===== src/rtl/select_switch_unit_pkg.sv =====
// Shared constants and helpers for the select/switch datapath block.
package select_switch_unit_pkg;

    localparam int DEFAULT_SIZE       = 8;
    localparam int DEFAULT_DATA_WIDTH = 16;

    function automatic int clog2(input int value);
        int result;
        result = 0;
        while ((1 << result) < value) begin
            result++;
        end
        return result;
    endfunction

    // Bit offset of word i on a packed bus of width-bit words, word 0 in the LSBs.
    function automatic int unsigned word_offset(input int unsigned i, input int unsigned width);
        return i * width;
    endfunction

endpackage


===== src/rtl/select_switch_unit_bit_select.sv =====
// SIZE:1 single-bit selector; an out-of-range select yields 0.
module bit_select
    import select_switch_unit_pkg::*;
#(
    parameter int SIZE      = DEFAULT_SIZE,
    parameter int SEL_WIDTH = clog2(SIZE)
) (
    input  logic [SEL_WIDTH-1:0] sel,
    input  logic [SIZE-1:0]      d,
    output logic                 y
);

    // Compare-per-source keeps out-of-range selects at 0 and never infers a latch.
    always_comb begin
        y = 1'b0;
        for (int unsigned i = 0; i < SIZE; i++) begin
            if (sel == SEL_WIDTH'(i)) begin
                y = d[i];
            end
        end
    end

endmodule


===== src/rtl/select_switch_unit.sv =====
// Bit mux and word switch sharing one select, with en-gated registered copies.
module select_switch_unit
    import select_switch_unit_pkg::*;
#(
    parameter int SIZE       = DEFAULT_SIZE,
    parameter int DATA_WIDTH = DEFAULT_DATA_WIDTH,
    localparam int SEL_WIDTH = clog2(SIZE)
) (
    input  logic                       clk,
    input  logic                       reset,
    input  logic [SEL_WIDTH-1:0]       S,
    input  logic [SIZE-1:0]            D,
    output logic                       Y,
    input  logic [SIZE*DATA_WIDTH-1:0] data_in,
    output logic [DATA_WIDTH-1:0]      data_out,
    input  logic                       en,
    output logic                       Y_q,
    output logic [DATA_WIDTH-1:0]      data_out_q,
    output logic                       sel_err
);

    logic [SIZE-1:0] lanes [DATA_WIDTH];

    // Transpose the word bus so lane j gathers bit j of every word.
    always_comb begin
        for (int unsigned j = 0; j < DATA_WIDTH; j++) begin
            for (int unsigned i = 0; i < SIZE; i++) begin
                lanes[j][i] = data_in[word_offset(i, DATA_WIDTH) + j];
            end
        end
    end

    bit_select #(
        .SIZE      (SIZE),
        .SEL_WIDTH (SEL_WIDTH)
    ) u_bit_mux (
        .sel (S),
        .d   (D),
        .y   (Y)
    );

    for (genvar j = 0; j < DATA_WIDTH; j++) begin : g_lane
        bit_select #(
            .SIZE      (SIZE),
            .SEL_WIDTH (SEL_WIDTH)
        ) u_lane (
            .sel (S),
            .d   (lanes[j]),
            .y   (data_out[j])
        );
    end

    assign sel_err = (int'(S) >= SIZE);

    always_ff @(posedge clk or posedge reset) begin
        if (reset) begin
            Y_q        <= '0;
            data_out_q <= '0;
        end else if (en) begin
            Y_q        <= Y;
            data_out_q <= data_out;
        end
    end

endmodule


===== config.mk =====
export PLATFORM = sky130hd
export DESIGN_NAME = select_switch_unit
export DESIGN_NICKNAME = d
export VERILOG_FILES = /design/src/rtl/select_switch_unit_pkg.sv /design/src/rtl/select_switch_unit_bit_select.sv /design/src/rtl/select_switch_unit.sv
export SDC_FILE = /design/constraint.sdc
export NUM_CORES = 1
export LEC_CHECK = 0
export CAP_MARGIN = 10
export CORE_AREA = 2 2 60 119
export DETAILED_ROUTE_END_ITERATION = 8
export DIE_AREA = 0 0 62 121
export HOLD_SLACK_MARGIN = 0.06
export PLACE_DENSITY = 0.8
export SETUP_SLACK_MARGIN = 0.1
export SYNTH_ARGS = -nofsm -noshare
export SYNTH_HDL_FRONTEND = slang
export SYNTH_SLANG_ARGS = --single-unit
export TNS_END_PERCENT = 100

===== constraint.sdc =====
create_clock -name clk -period 2.3 [get_ports clk]
set_input_delay 0.46 -clock clk [delete_from_list [all_inputs] [get_ports clk]]
set_output_delay 0.46 -clock clk [all_outputs]
set_load 0.01 [all_outputs]

==> run_results.csv <==
group,metric,value,unit
clock_tree,clk_pin_slew_worst_paths,50,ps
placed_design,post-place-ws,-824,ps
finish,final_common_cell,"clkdlybuf4s50_1",
finish,drive_gt1_share,31.9,%
pwr,sw_frac_of_total,29.7,%
pwr,peakVddDrop,333,µV
die,io_pins,177,
synthesis,synth_fp_nets,333,
timing,setup_slack,120,ps
clock_tree,cts.path.max_buffers,2,
finish,diodes,0,
synthesis,ys_seq_elements,17,
timing,period_minus_slack,2180,ps
global_routing,grt_pass1_wl,13.0,mm
timing,slew_headroom,55.5,%
worst_setup_path,rrSetupSlack,1530,ps
worst_setup_path,start_kind,"primary input",
worst_hold_path,hp-class,"reg2reg",
routing,drc,0,
global_routing,grt_pass1_vias,2507,
die,die_area,7500,µm²
pwr,pwr-share-seq,23.2,%
timing,slew_viol_final,0,
timing,period_share,94.8,%
job,maxCapViolations,0,
outcome,status,"completed",
worst_setup_path,crit_family,"buffers and inverters",
routing,drtAntennaViolNets,0,
synthesis,synth_top_area_share,19.9,%
clock_tree,insertion_delay,250,ps
clock_tree,cts_max_level,1,
clock_tree,cts_root_buffer,"clkbuf_16",
routing,drtPass1Iterations,6,
pwr,power_density,383,nW/µm²
placed_design,post-dp-hpwl,7.21,mm
finish,fin_nets,503,
synthesis,synth-edff-count,0,
timing,rsz0062_at_grt,"yes",
routing,viasPerCell,5.08,
pwr,intPower,0.00113,W
placed_design,io_buffer_count,175,
worst_setup_path,cpPeakStageDelay,240,ps
routing,drt-initial-drc-count,48,
synthesis,yosys_warnings,0,
finish,fin_util,63.7,%
synthesis,synthCells,191,
placed_design,place_congestion,0.778,
timing,max_freq,459,MHz
worst_setup_path,path_class,"in2out",
synthesis,syn_area,2140,µm²
die,rows,42,
timing,clock_skew,0,ps
worst_setup_path,endpoint_kind,"output pin",
timing,setup_violations,0,
pwr,total_power,0.00160,W
synthesis,synth_flop_cell,"dfrtp_1",
routing,totalWireLength,9.03,mm
clock_tree,cts_tree,"done",
routing,wl_per_cell,20.2,µm
synthesis,ys_types,35,
synthesis,synth_area_leaders,"dfrtp_1, mux2i_1, mux2_2, a221oi_2, buf_4",
worst_setup_path,cp.required,1840,ps
worst_setup_path,slowest_stage,"mux2i_4",
die,fp.dieW,62,µm
pwr,p_leak,1.70,nW
finish,syn_to_final_growth,95.8,%
routing,vias,2274,
timing,hold_viol_final,0,
timing,tightest_slew,666,ps
die,design.core.area,6570,µm²
global_routing,grt-ovfl-total,0,
clock_tree,cts_made_buffers,3,
pwr,p_comb_share,55.1,%
clock_tree,cts_sinks,17,
die,start_util,32.5,%
worst_setup_path,crit_fanout,13,
finish,mostFrequentLayoutCells,"clkdlybuf4s50_1, mux2i_1, mux2_2",
pwr,pwr-share-clk,21.7,%
global_routing,grt_usage,24.6,%
die,fp.dieH,121,µm
worst_setup_path,crit_top_cell,"buf_6",
global_routing,grt_max_degree,24,
synthesis,avgSynthCellArea,11.2,µm²
worst_setup_path,worstPathCellList,"buf_6 > buf_12 > buf_6 > mux2i_4 > o22ai_2 > o21ai_2 > nand2_1 > clkdlybuf4s15_2",
worst_setup_path,worst-path-buf-inv,4,
worst_setup_path,arrival,1720,ps
synthesis,ys_async_sr_fraction,100,%
synthesis,synth_top_area_cell,"dfrtp_1",
pwr,switching_power,0.000477,W
synthesis,ys_seq_area_share,19.9,%
global_routing,antenna_found_initial,0,
[state kept, by name (all words and copies together), names as in the netlist]
register	count
data_out_q	16
Y_q	1
[Yosys cell counts (all sizes together) (2+ instances only)]
master  number
mux2        45
o21ai        3
mux2i       35
nand3b       2
inv          4
dfrtp       17
nand2        4
nor2         2
nand2b       2
o22ai       16
buf         33
a221oi      15
o21bai       2
[power by group through the flow]
stage	Combinational (W)	Clock (W)	Sequential, W
3_3_place_gp	0.000834	0	0.000376
6_report	0.000883	0.000348	0.000373
2_1_floorplan	0.000365	0	0.000400
4_1_cts	0.000881	0.000354	0.000373
5_1_grt	0.000932	0.000370	0.000381
3_5_place_dp	0.000840	0	0.000378
[metrics by stage]
step / instances / setup TNS, ps / area (µm²) / hold WS [ps]
2_1_floorplan: 191 / 0 / 2140 / 386
3_3_place_gp: 437 / -13630 / 3860 / 491
3_5_place_dp: 437 / -15280 / 3860 / 496
4_1_cts: 447 / 0 / 4160 / 510
5_1_grt: 448 / 0 / 4180 / 524
6_report: 448 / 0 / 4180 / 507
[what timing repair did]
item	in CTS	in global routing
endpoints found under the setup margin	31	17
cloned	1	1
hold buffers	0	0
hold endpoints to repair	0	0
buffers inserted	5	0
pin swaps	2	5
resized for setup	64	24
[worst paths after layout]
path / startpoint / end / cells after the start
setup / recovery: S[1] / data_out[0] / 8
min in group asynchronous: reset / data_out_q[14] / 2
setup reg to reg: data_out_q[0] / data_out_q[0] / 3
hold reg to reg: data_out_q[5] / data_out_q[5] / 1
max in group asynchronous: reset / data_out_q[0] / 2
hold / removal: data_out_q[5] / data_out_q[5] / 1
[routing by layer]
layer / up-vias / track usage [%] / part of all wire (%) / routed length, µm
met3: 28 / 3.41 / 7.4 / 670
li1: 1054 / - / - / -
met1: 1049 / 20.4 / 27 / 2440
met2: 143 / 48.0 / 59 / 5350
met4: 0 / 15.3 / 6.3 / 569
met5: - / 0 / 0 / 0
[kinds of logic after synthesis]
group                  Yosys count  share of synthesized area [%]
buffers and inverters           38                           14.2
AND/OR/NAND/NOR                 15                           4.45
other                            1                          0.175
flip-flops                      17                           19.9
AO/OA/AOI/OAI                   40                           19.4
multiplexers                    80                           41.9
[cell type report]
cell class	instances	area (µm²)
fill	541	2380
tap	88	110
sequential	17	425
multi-input combinational	136	1550
clock inverter	1	5.00
inverter	4	15.0
clock buffer	3	75.1
timing repair buffer	199	2000
(Power assumes the default switching activity.)
==> variant (same settings) <==
Reset style: synchronous (`reset`), changed in one clocked block.
--- a/src/rtl/select_switch_unit.sv
+++ b/src/rtl/select_switch_unit.sv
@@ -53,5 +53,5 @@
     assign sel_err = (int'(S) >= SIZE);
 
-    always_ff @(posedge clk or posedge reset) begin
+    always_ff @(posedge clk) begin
         if (reset) begin
             Y_q        <= '0;
Check against the original RTL: differs if reset is asserted again (counterexample within 4 cycles, from zero or initial values and one cycle with reset high); with reset held inactive, the same outputs for 10 cycles.
==> variant against the unedited design <==
Synthesized area increased by 1.8%; core utilization is 12 points higher; cell area up 18%; die area did not move; critical endpoint is now data_out[6]; the flow now finishes with violations (setup timing); largest cell class unchanged; first-iteration DRC count grew to 3.4 times the old value; sequential cell count unchanged; worst setup slack worse by 0.14 ns; highest routed layer unchanged; routed wire length grew 35%; total power increased by 3.7%; non-clock buffer count is 42 higher.
==> variant: results (changes against the unedited design) <==
Placement
  – Placed Cells incl. Taps: 525 (+20%)
  – Hpwl dp: 8363 µm (+16%)

Finish
  – Non-Clock Inverter Count: 3 (-1)
  – Clock network area share: 0.01593 (-0.003210)
  – Nonclk buf count: 241 (+21%)
  – Post-layout util: 0.7533 (+0.1164)
  – # nets final: 610 (+21%)
  – Clkbuf count: 4 (+1)
  – Seq_cells: 17 (unchanged)
  – Filler cell count: 454 (-16%)
  – Data buffer area share: 0.4645 (-0.01370)
  – Layout cells sized above 1: 0.3619 (+0.04244)

Synth
  – Main area contributors after synthesis: dfxtp_1 (16%), mux2_2 (14%), a21o_1 (9.7%)
  – Sequential-to-total area share from yosys stat: 0.1564 (-0.04265)
  – Main synth FF type: dfxtp_1
  – Commonest cells post-synth: a21o_1 (28), mux2_2 (28), buf_4 (22), o21ai_0 (20)
  – Syn_area_per_cell: 8.119 µm² (-27%)
  – Count of different cell masters after synthesis: 29 (-17%)
  – Synth Area in Compound Gates: 0.3916 (+0.1978)

Global route
  – Met2 usage: 0.5625 (+0.08268)
  – Total track usage: 0.3090 (+0.06349)
  – First-pass GRT wire length: 17410 µm (+34%)
  – Met1 layer usage reported by global route: 0.3042 (+0.1003)
  – Met3 usage: 0.05544 (+0.02132)
  – Pin count of the biggest net entering global routing: 18 (-25%)
  – Number of global-route vias before repair: 3416 (+36%)

Setup path
  – Slowest CP cell: a31oi_1
  – Largest stage delay on the critical path: 0.21 ns (-0.03 ns)

Detailed routing
  – DRT Wirelength: 12170 µm (+35%)
  – Avg WL per Cell: 21.90 µm (+8.6%)
  – Drt pass-1 iters: 4 (-2)

CTS
  – Post-CTS setup buffers: 25 (+20)

STA
  – Rel. slew slack: 0.3165 (-0.2389)
  – # setup viols final: 4 (+4)
  – WHS: 0.4814 ns (-0.02538 ns)
  – Worst Slack Setup Final: -0.01581 ns (-0.1360 ns)

Status
  – Failing checks: setup timing
  – Status: finished with violations
variant: cell count changes after synthesis, moves of 14 or more:
| cell | delta |
|---|---|
| o21ai_0 | +18 |
| dfxtp_1 | +17 |
| a32oi_1 | +15 |
| nor2b_1 | +18 |
| dfrtp_1 | -17 |
| a31oi_1 | +15 |
| mux2i_1 | -32 |
| a221oi_2 | -15 |
| a22o_1 | +14 |
| nand2_1 | +15 |
| a21o_1 | +28 |
variant: where the power goes:
group	internal, mW	switching (mW)	leakage [nW]
clock network	0.236	0.118	0.0382
logic	0.573	0.407	2.12
registers	0.318	0.0127	0.140
total	1.13	0.537	2.30
variant: final timing paths:
path,from,to,cells after the start
setup reg to reg,data_out_q[5]$_SDFFE_PP0P_,data_out_q[5]$_SDFFE_PP0P_,2
setup / recovery,S[1],data_out[6],10
hold reg to reg,data_out_q[0]$_SDFFE_PP0P_,data_out_q[0]$_SDFFE_PP0P_,2
hold / removal,data_out_q[0]$_SDFFE_PP0P_,data_out_q[0]$_SDFFE_PP0P_,2
